<file path="src/rtl/debug_loader_pkg.sv">
// debug_loader_pkg: command bytes, FSM state encoding and default widths
// shared by the debug loader and its word assembler.
// The CHK state exists only when DEBUG_LOADER_CHECKSUM_EN is defined.
package debug_loader_pkg;

   localparam int NBITS_DEFAULT    = 32;
   localparam int CNT_BITS_DEFAULT = 16;
   localparam int ADDR_INC_DEFAULT = 4;

   localparam logic [7:0] CMD_LOAD = 8'h4C;  // 'L'
   localparam logic [7:0] CMD_STEP = 8'h53;  // 'S'
   localparam logic [7:0] CMD_RUN  = 8'h43;  // 'C'
   localparam logic [7:0] CMD_HALT = 8'h48;  // 'H'

   typedef enum logic [2:0] {
      ST_IDLE   = 3'd0,
      ST_CNT_HI = 3'd1,
      ST_CNT_LO = 3'd2,
      ST_DATA   = 3'd3,
`ifdef DEBUG_LOADER_CHECKSUM_EN
      ST_CHK    = 3'd4,
`endif
      ST_RUN    = 3'd5
   } state_t;

endpackage

</file>
<file path="src/rtl/debug_loader_word_assembler.sv">
// debug_loader_word_assembler: packs received bytes MSB first into a word.
// A free-running 2-bit byte counter marks every fourth byte; o_last flags
// that byte combinationally and o_ready is the registered write strobe
// for the word now held in o_word.
module debug_loader_word_assembler
   import debug_loader_pkg::*;
#(
   parameter int W = NBITS_DEFAULT
) (
   input  logic         i_clk,
   input  logic         i_rst,
   input  logic         i_clr,
   input  logic         i_valid,
   input  logic [7:0]   i_byte,
   output logic         o_last,
   output logic         o_ready,
   output logic [W-1:0] o_word
);

   logic [1:0]   cnt_q, cnt_d;
   logic [W-1:0] shift_q, shift_d;
   logic         ready_q, ready_d;

   // Shift each accepted byte in and strobe ready after the fourth one.
   always_comb begin
      cnt_d   = cnt_q;
      shift_d = shift_q;
      ready_d = 1'b0;
      if (i_clr) begin
         cnt_d   = '0;
         shift_d = '0;
      end else if (i_valid) begin
         cnt_d   = cnt_q + 2'd1;
         shift_d = {shift_q[W-9:0], i_byte};
         ready_d = (cnt_q == 2'd3);
      end
   end

   // Register assembler state; reset drops any partial word.
   always_ff @(posedge i_clk) begin
      if (!i_rst) begin
         cnt_q   <= '0;
         shift_q <= '0;
         ready_q <= 1'b0;
      end else begin
         cnt_q   <= cnt_d;
         shift_q <= shift_d;
         ready_q <= ready_d;
      end
   end

   assign o_last  = i_valid && (cnt_q == 2'd3);
   assign o_ready = ready_q;
   assign o_word  = shift_q;

endmodule

</file>
<file path="src/rtl/debug_loader.sv">
// debug_loader: decodes host command bytes (load / step / run / halt) and
// writes assembled instruction words through the debug memory port while
// holding the pipeline in reset.
// Optional: DEBUG_LOADER_CHECKSUM_EN adds a trailing XOR checksum byte.
module debug_loader
   import debug_loader_pkg::*;
#(
   parameter int NBITS    = NBITS_DEFAULT,
   parameter int CNT_BITS = CNT_BITS_DEFAULT,
   parameter int ADDR_INC = ADDR_INC_DEFAULT
) (
   input  logic             i_clk,
   input  logic             i_rst,
   input  logic [7:0]       i_rx_data,
   input  logic             i_rx_valid,
   input  logic             i_cpu_halt,
   output logic             o_inst_mem_wr_en,
   output logic [NBITS-1:0] o_inst_mem_addr,
   output logic [NBITS-1:0] o_inst_mem_data,
   output logic             o_cpu_rst,
   output logic             o_step,
   output logic             o_busy,
   output logic             o_done,
   output logic             o_err
);

   state_t              state_q, state_d;
   logic [7:0]          cnt_hi_q, cnt_hi_d;
   logic [CNT_BITS-1:0] words_left_q, words_left_d;
   logic [NBITS-1:0]    addr_ptr_q, addr_ptr_d;
   logic [NBITS-1:0]    wr_addr_q, wr_addr_d;
   logic                cpu_rst_q, cpu_rst_d;
   logic                step_q, step_d;
   logic                busy_q, busy_d;
   logic                done_q, done_d;
`ifdef DEBUG_LOADER_CHECKSUM_EN
   logic                err_q, err_d;
   logic [7:0]          csum_q, csum_d;
`endif

   logic                load_clr;
   logic                wa_valid;
   logic                wa_last;
   logic [15:0]         cnt_word;
   logic                halt_req;

   assign wa_valid = i_rx_valid && (state_q == ST_DATA);
   assign cnt_word = {cnt_hi_q, i_rx_data};
   assign halt_req = (i_rx_valid && (i_rx_data == CMD_HALT)) || i_cpu_halt;

   debug_loader_word_assembler #(.W(NBITS)) u_word_asm (
      .i_clk   (i_clk),
      .i_rst   (i_rst),
      .i_clr   (load_clr),
      .i_valid (wa_valid),
      .i_byte  (i_rx_data),
      .o_last  (wa_last),
      .o_ready (o_inst_mem_wr_en),
      .o_word  (o_inst_mem_data)
   );

   // Next-state and registered-output decode for the command FSM.
   always_comb begin
      state_d      = state_q;
      cnt_hi_d     = cnt_hi_q;
      words_left_d = words_left_q;
      addr_ptr_d   = addr_ptr_q;
      wr_addr_d    = wr_addr_q;
      cpu_rst_d    = cpu_rst_q;
      busy_d       = busy_q;
      step_d       = 1'b0;
      done_d       = 1'b0;
      load_clr     = 1'b0;
`ifdef DEBUG_LOADER_CHECKSUM_EN
      err_d        = 1'b0;
      csum_d       = csum_q;
`endif
      case (state_q)
         ST_IDLE: begin
            if (i_rx_valid) begin
               case (i_rx_data)
                  CMD_LOAD: begin
                     state_d    = ST_CNT_HI;
                     cpu_rst_d  = 1'b0;
                     busy_d     = 1'b1;
                     addr_ptr_d = '0;
                     load_clr   = 1'b1;
`ifdef DEBUG_LOADER_CHECKSUM_EN
                     csum_d     = '0;
`endif
                  end
                  CMD_STEP: begin
                     step_d    = 1'b1;
                     cpu_rst_d = 1'b1;
                  end
                  CMD_RUN: begin
                     state_d   = ST_RUN;
                     step_d    = 1'b1;
                     cpu_rst_d = 1'b1;
                  end
                  default: ;
               endcase
            end
         end
         ST_CNT_HI: begin
            if (i_rx_valid) begin
               cnt_hi_d = i_rx_data;
               state_d  = ST_CNT_LO;
            end
         end
         ST_CNT_LO: begin
            if (i_rx_valid) begin
               if (cnt_word == 16'd0) begin
                  state_d = ST_IDLE;
                  busy_d  = 1'b0;
                  done_d  = 1'b1;
               end else begin
                  words_left_d = CNT_BITS'(cnt_word);
                  state_d      = ST_DATA;
               end
            end
         end
         ST_DATA: begin
`ifdef DEBUG_LOADER_CHECKSUM_EN
            if (i_rx_valid) csum_d = csum_q ^ i_rx_data;
`endif
            if (wa_last) begin
               // Write address is latched here; the pointer moves on for the next word.
               wr_addr_d    = addr_ptr_q;
               addr_ptr_d   = addr_ptr_q + NBITS'(ADDR_INC);
               words_left_d = words_left_q - CNT_BITS'(1);
               if (words_left_q == CNT_BITS'(1)) begin
`ifdef DEBUG_LOADER_CHECKSUM_EN
                  state_d = ST_CHK;
`else
                  state_d = ST_IDLE;
                  busy_d  = 1'b0;
                  done_d  = 1'b1;
`endif
               end
            end
         end
`ifdef DEBUG_LOADER_CHECKSUM_EN
         ST_CHK: begin
            if (i_rx_valid) begin
               state_d = ST_IDLE;
               busy_d  = 1'b0;
               if (i_rx_data == csum_q) done_d = 1'b1;
               else                     err_d  = 1'b1;
            end
         end
`endif
         ST_RUN: begin
            // Halt command and halt retire in the same cycle collapse to one exit.
            if (halt_req) state_d = ST_IDLE;
            else          step_d  = 1'b1;
         end
         default: state_d = ST_IDLE;
      endcase
   end

   // FSM state and registered outputs; reset holds the pipeline in reset.
   always_ff @(posedge i_clk) begin
      if (!i_rst) begin
         state_q      <= ST_IDLE;
         cnt_hi_q     <= '0;
         words_left_q <= '0;
         addr_ptr_q   <= '0;
         wr_addr_q    <= '0;
         cpu_rst_q    <= 1'b0;
         step_q       <= 1'b0;
         busy_q       <= 1'b0;
         done_q       <= 1'b0;
`ifdef DEBUG_LOADER_CHECKSUM_EN
         err_q        <= 1'b0;
         csum_q       <= '0;
`endif
      end else begin
         state_q      <= state_d;
         cnt_hi_q     <= cnt_hi_d;
         words_left_q <= words_left_d;
         addr_ptr_q   <= addr_ptr_d;
         wr_addr_q    <= wr_addr_d;
         cpu_rst_q    <= cpu_rst_d;
         step_q       <= step_d;
         busy_q       <= busy_d;
         done_q       <= done_d;
`ifdef DEBUG_LOADER_CHECKSUM_EN
         err_q        <= err_d;
         csum_q       <= csum_d;
`endif
      end
   end

   assign o_inst_mem_addr = wr_addr_q;
   assign o_cpu_rst       = cpu_rst_q;
   assign o_step          = step_q;
   assign o_busy          = busy_q;
   assign o_done          = done_q;
`ifdef DEBUG_LOADER_CHECKSUM_EN
   assign o_err           = err_q;
`else
   assign o_err           = 1'b0;
`endif

endmodule

</file>
<file path="config.mk">
export PLATFORM = sky130hd
export DESIGN_NAME = debug_loader
export DESIGN_NICKNAME = d
export VERILOG_FILES = /design/src/rtl/debug_loader_pkg.sv /design/src/rtl/debug_loader_word_assembler.sv /design/src/rtl/debug_loader.sv
export SDC_FILE = /design/constraint.sdc
export NUM_CORES = 1
export LEC_CHECK = 0
export CAP_MARGIN = 15
export CORE_ASPECT_RATIO = 0.8
export CORE_MARGIN = 5
export CORE_UTILIZATION = 45
export CTS_CLUSTER_SIZE = 10
export DETAILED_ROUTE_END_ITERATION = 8
export DONT_BUFFER_PORTS = 1
export PLACE_DENSITY = 0.57
export SETUP_SLACK_MARGIN = 0.02
export SYNTH_ARGS = -nofsm -noshare
export SYNTH_HDL_FRONTEND = slang
export SYNTH_SLANG_ARGS = --single-unit
</file>
<file path="constraint.sdc">
create_clock -name i_clk -period 5.4 [get_ports i_clk]
set_clock_uncertainty 0.2 [all_clocks]
set_input_delay 0.81 -clock i_clk [delete_from_list [all_inputs] [get_ports i_clk]]
set_output_delay 0.81 -clock i_clk [all_outputs]
set_load 0.1 [all_outputs]
</file>
==> impl_metrics.ini <==
[worst_setup_path]
cp_slowest_stage_delay_ns = 0.73
cp-end-kind = flip-flop
cp_num_buf_inv = 0
required_ns = 5.55
critPathKind = reg -> reg
cp_max_fo = 28
worst_path_max_delay_cell = a2111o_1
start_kind = flip-flop
worstPathCellList = nor4b_2, nand4_2, a2111o_1, or3_1, a21oi_1
critical_path.top_delay_family = simple AND/OR/NAND/NOR gates
worstPathArrival_ns = 3.13

[placement]
numPortBuffers = 0
place_inst = 797
post-dp-hpwl_um = 8910
gp_congestion = 0.827
pre_cts_slack_ns = 1.87

[job]
maxCapViolations = 0

[synth]
synth_edf_count = 0
syn_area_mm2 = 0.00558
synth_cell_types = 63
ys_ff_latch = 126
synthCells = 690
synth_ff_type = dfxtp_1
ys_async_sr_fraction_pct = 0
yosys_warnings = 0
ys_seq_area_share_pct = 45.2
syn_area_per_cell_um2 = 8.08

[global_routing]
grt_pass1_wl_um = 21800
grt_usage_pct = 18.5
antenna_found_initial = 0
grt_max_degree = 64
grt_overflow = 0
grt_pass1_vias = 4369

[routing]
drt_pass1_iterations = 5
wl_um = 13700
num_vias = 4732
drcViolationCount = 0
wl_per_cell_um = 16.5
drt.antenna.violating_nets = 0
via_per_inst = 5.70
drtIter0Drc = 384

[clocking]
clk_pin_slew_ns = 0.05
cts_hold_buf = 0
cts_tree = yes
cts_resized = 0
clock_latency_ns = 0.42
root_buffer = clkbuf_16
tritoncts.num_buffers = 17
cts_buffer_depth = 2
cts_setup_buffers = 0
htree_levels = 4
cts_sinks = 126

[power_and_ir_drop]
p_leak_nw = 1.94
sw_frac_of_total_pct = 27.3
p_switching_w = 0.000651
p_int_w = 0.00173
p_comb_share_pct = 11.9
ir_drop_uv = 226
power_density_mw_per_mm2 = 386
pwr-share-seq_pct = 42.9
pwr-share-clk_pct = 45.2

[sta]
final_hold_viol_count = 0
maxSlewHeadroom_pct = 23.4
finalSetupViolations = 0
period_share_pct = 55.3
timing.setup.tns_ns = 0
worst_pin_slew_ns = 1.14
worst_slack_ns = 2.41
rsz0062_at_grt = false
fmax_ghz = 0.335
min_period_ns = 2.99
slew_violations = 0
whs_ns = 0.261

[layout]
register_area_mm2 = 0.00252
mostFrequentLayoutCells = nand2_1, dfxtp_1, a21oi_1
multi_input_area_mm2 = 0.00278
fillers = 1189
areaGrowthSynthToFinish_pct = 10.8
layout_commonest_cell = nand2_1
diodes = 0
drive_gt1_share_pct = 8.70
layout.cells.non_filler = 830
nets = 681

[floorplanning]
chipWidth_um = 134
io_pins = 82
rows = 36
core-area_mm2 = 0.0122
die_h_um = 110
initial_core_util_pct = 45.8
die_area_mm2 = 0.0147

[worst_hold_path]
holdCritPathClass = reg -> reg

[status]
status = finished, final reports clean
-- worst register-to-register path: stages, from the launching register on --
cell and delay [ns]:
dfxtp_1 0.43, nor4b_2 0.35, nand4_2 0.70, a2111o_1 0.74
or3_1 0.38, a21oi_1 0.13
-- path summary, 6_finish.rpt --
path                            slack, ns             endpoint           startpoint  depth (start not counted)
worst max-delay path                 2.41       addr_ptr_q[31]           state_q[1]                          5
worst min-delay path                 0.26  u_word_asm.cnt_q[1]  u_word_asm.cnt_q[1]                          2
worst max register to register       2.41       addr_ptr_q[31]           state_q[1]                          5
worst min register to register       0.26  u_word_asm.cnt_q[1]  u_word_asm.cnt_q[1]                          2
-- power groups by stage --
stage	Clock (W)	Combinational (W)	Sequential (W)
6_report	0.00108	0.000284	0.00102
5_1_grt	0.00115	0.000310	0.00103
4_1_cts	0.00110	0.000279	0.00102
3_5_place_dp	0	0.000278	0.00104
3_3_place_gp	0	0.000273	0.00104
2_1_floorplan	0	0.000251	0.00102
-- registers in the layout, summed over array words and instances (netlist names) --
register and cells:
state_q 3, u_word_asm.cnt_q 2, o_step 1, words_left_q 16, u_word_asm.o_word 32, o_cpu_rst 1, cnt_hi_q 8, addr_ptr_q 30
u_word_asm.o_ready 1, o_busy 1, o_inst_mem_addr 30, o_done 1
-- routing by layer --
layer	wire length (um)	share of wire, %	track usage (%)
met1	6050	44	23.0
met2	6560	48	30.0
met3	911	6.6	6.59
met4	193	1.4	6.54
met5	0	0	0
-- area by class of cell --
type	count	area share [%]
Clock inverter	12	1.97
Sequential cell	126	40.8
Tap cell	152	3.08
Multi-Input combinational cell	499	45.1
Timing Repair Buffer	8	1.18
Inverter	13	0.790
Clock buffer	20	7.07
-- metrics by stage --
step | cell area, um^2 | util [%] | power (W)
after floorplan | 5580 | - | 0.00127
after global routing | 6180 | 50.8 | 0.00248
after global placement | 5600 | 46.0 | 0.00131
final | 6180 | 50.8 | 0.00238
after CTS | 6160 | 50.6 | 0.00240
after detailed placement | 5600 | 46.0 | 0.00132
-- cells by family (layout without fill, tap and decap cells) --
family / count (synthesis) / count (layout) / synth area share, %
other cells: 1 / 3 / 0.0673
compound gates: 165 / 165 / 18.4
mux: 10 / 10 / 1.82
xor+xnor: 24 / 24 / 3.77
flops: 126 / 126 / 45.2
buf+inv: 67 / 53 / 5.16
simple gates: 293 / 293 / 24.6
fa+ha+maj: 4 / 4 / 0.898
-- synth_stat cells, drive strengths merged, types with 2 or more instances --
cell type | number | area [um^2]
or3b | 3 | 26.3
nor4bb | 2 | 20.0
a21oi | 94 | 470
a211oi | 10 | 80.1
xnor2 | 24 | 210
or2 | 2 | 12.5
o21ai | 16 | 80.1
nor2 | 59 | 221
or3 | 7 | 43.8
mux2i | 9 | 90.1
a2111oi | 11 | 129
o211ai | 5 | 37.5
nor4b | 3 | 32.5
or4 | 3 | 22.5
and4 | 4 | 35.0
o31ai | 6 | 45.0
nand3 | 15 | 75.1
nand3b | 2 | 15.0
a21boi | 2 | 15.0
nand4 | 9 | 77.6
buf | 15 | 92.6
a2111o | 2 | 22.5
a31oi | 3 | 18.8
inv | 13 | 48.8
a21o | 6 | 45.0
ha | 4 | 50.1
dfxtp | 126 | 2520
nor3 | 10 | 61.3
and3 | 2 | 12.5
a211o | 2 | 17.5
clkbuf | 39 | 146
nand2b | 2 | 12.5
nor4 | 9 | 75.1
nand2 | 157 | 592
No activity file was read; power rests on OpenSTA's default activity.
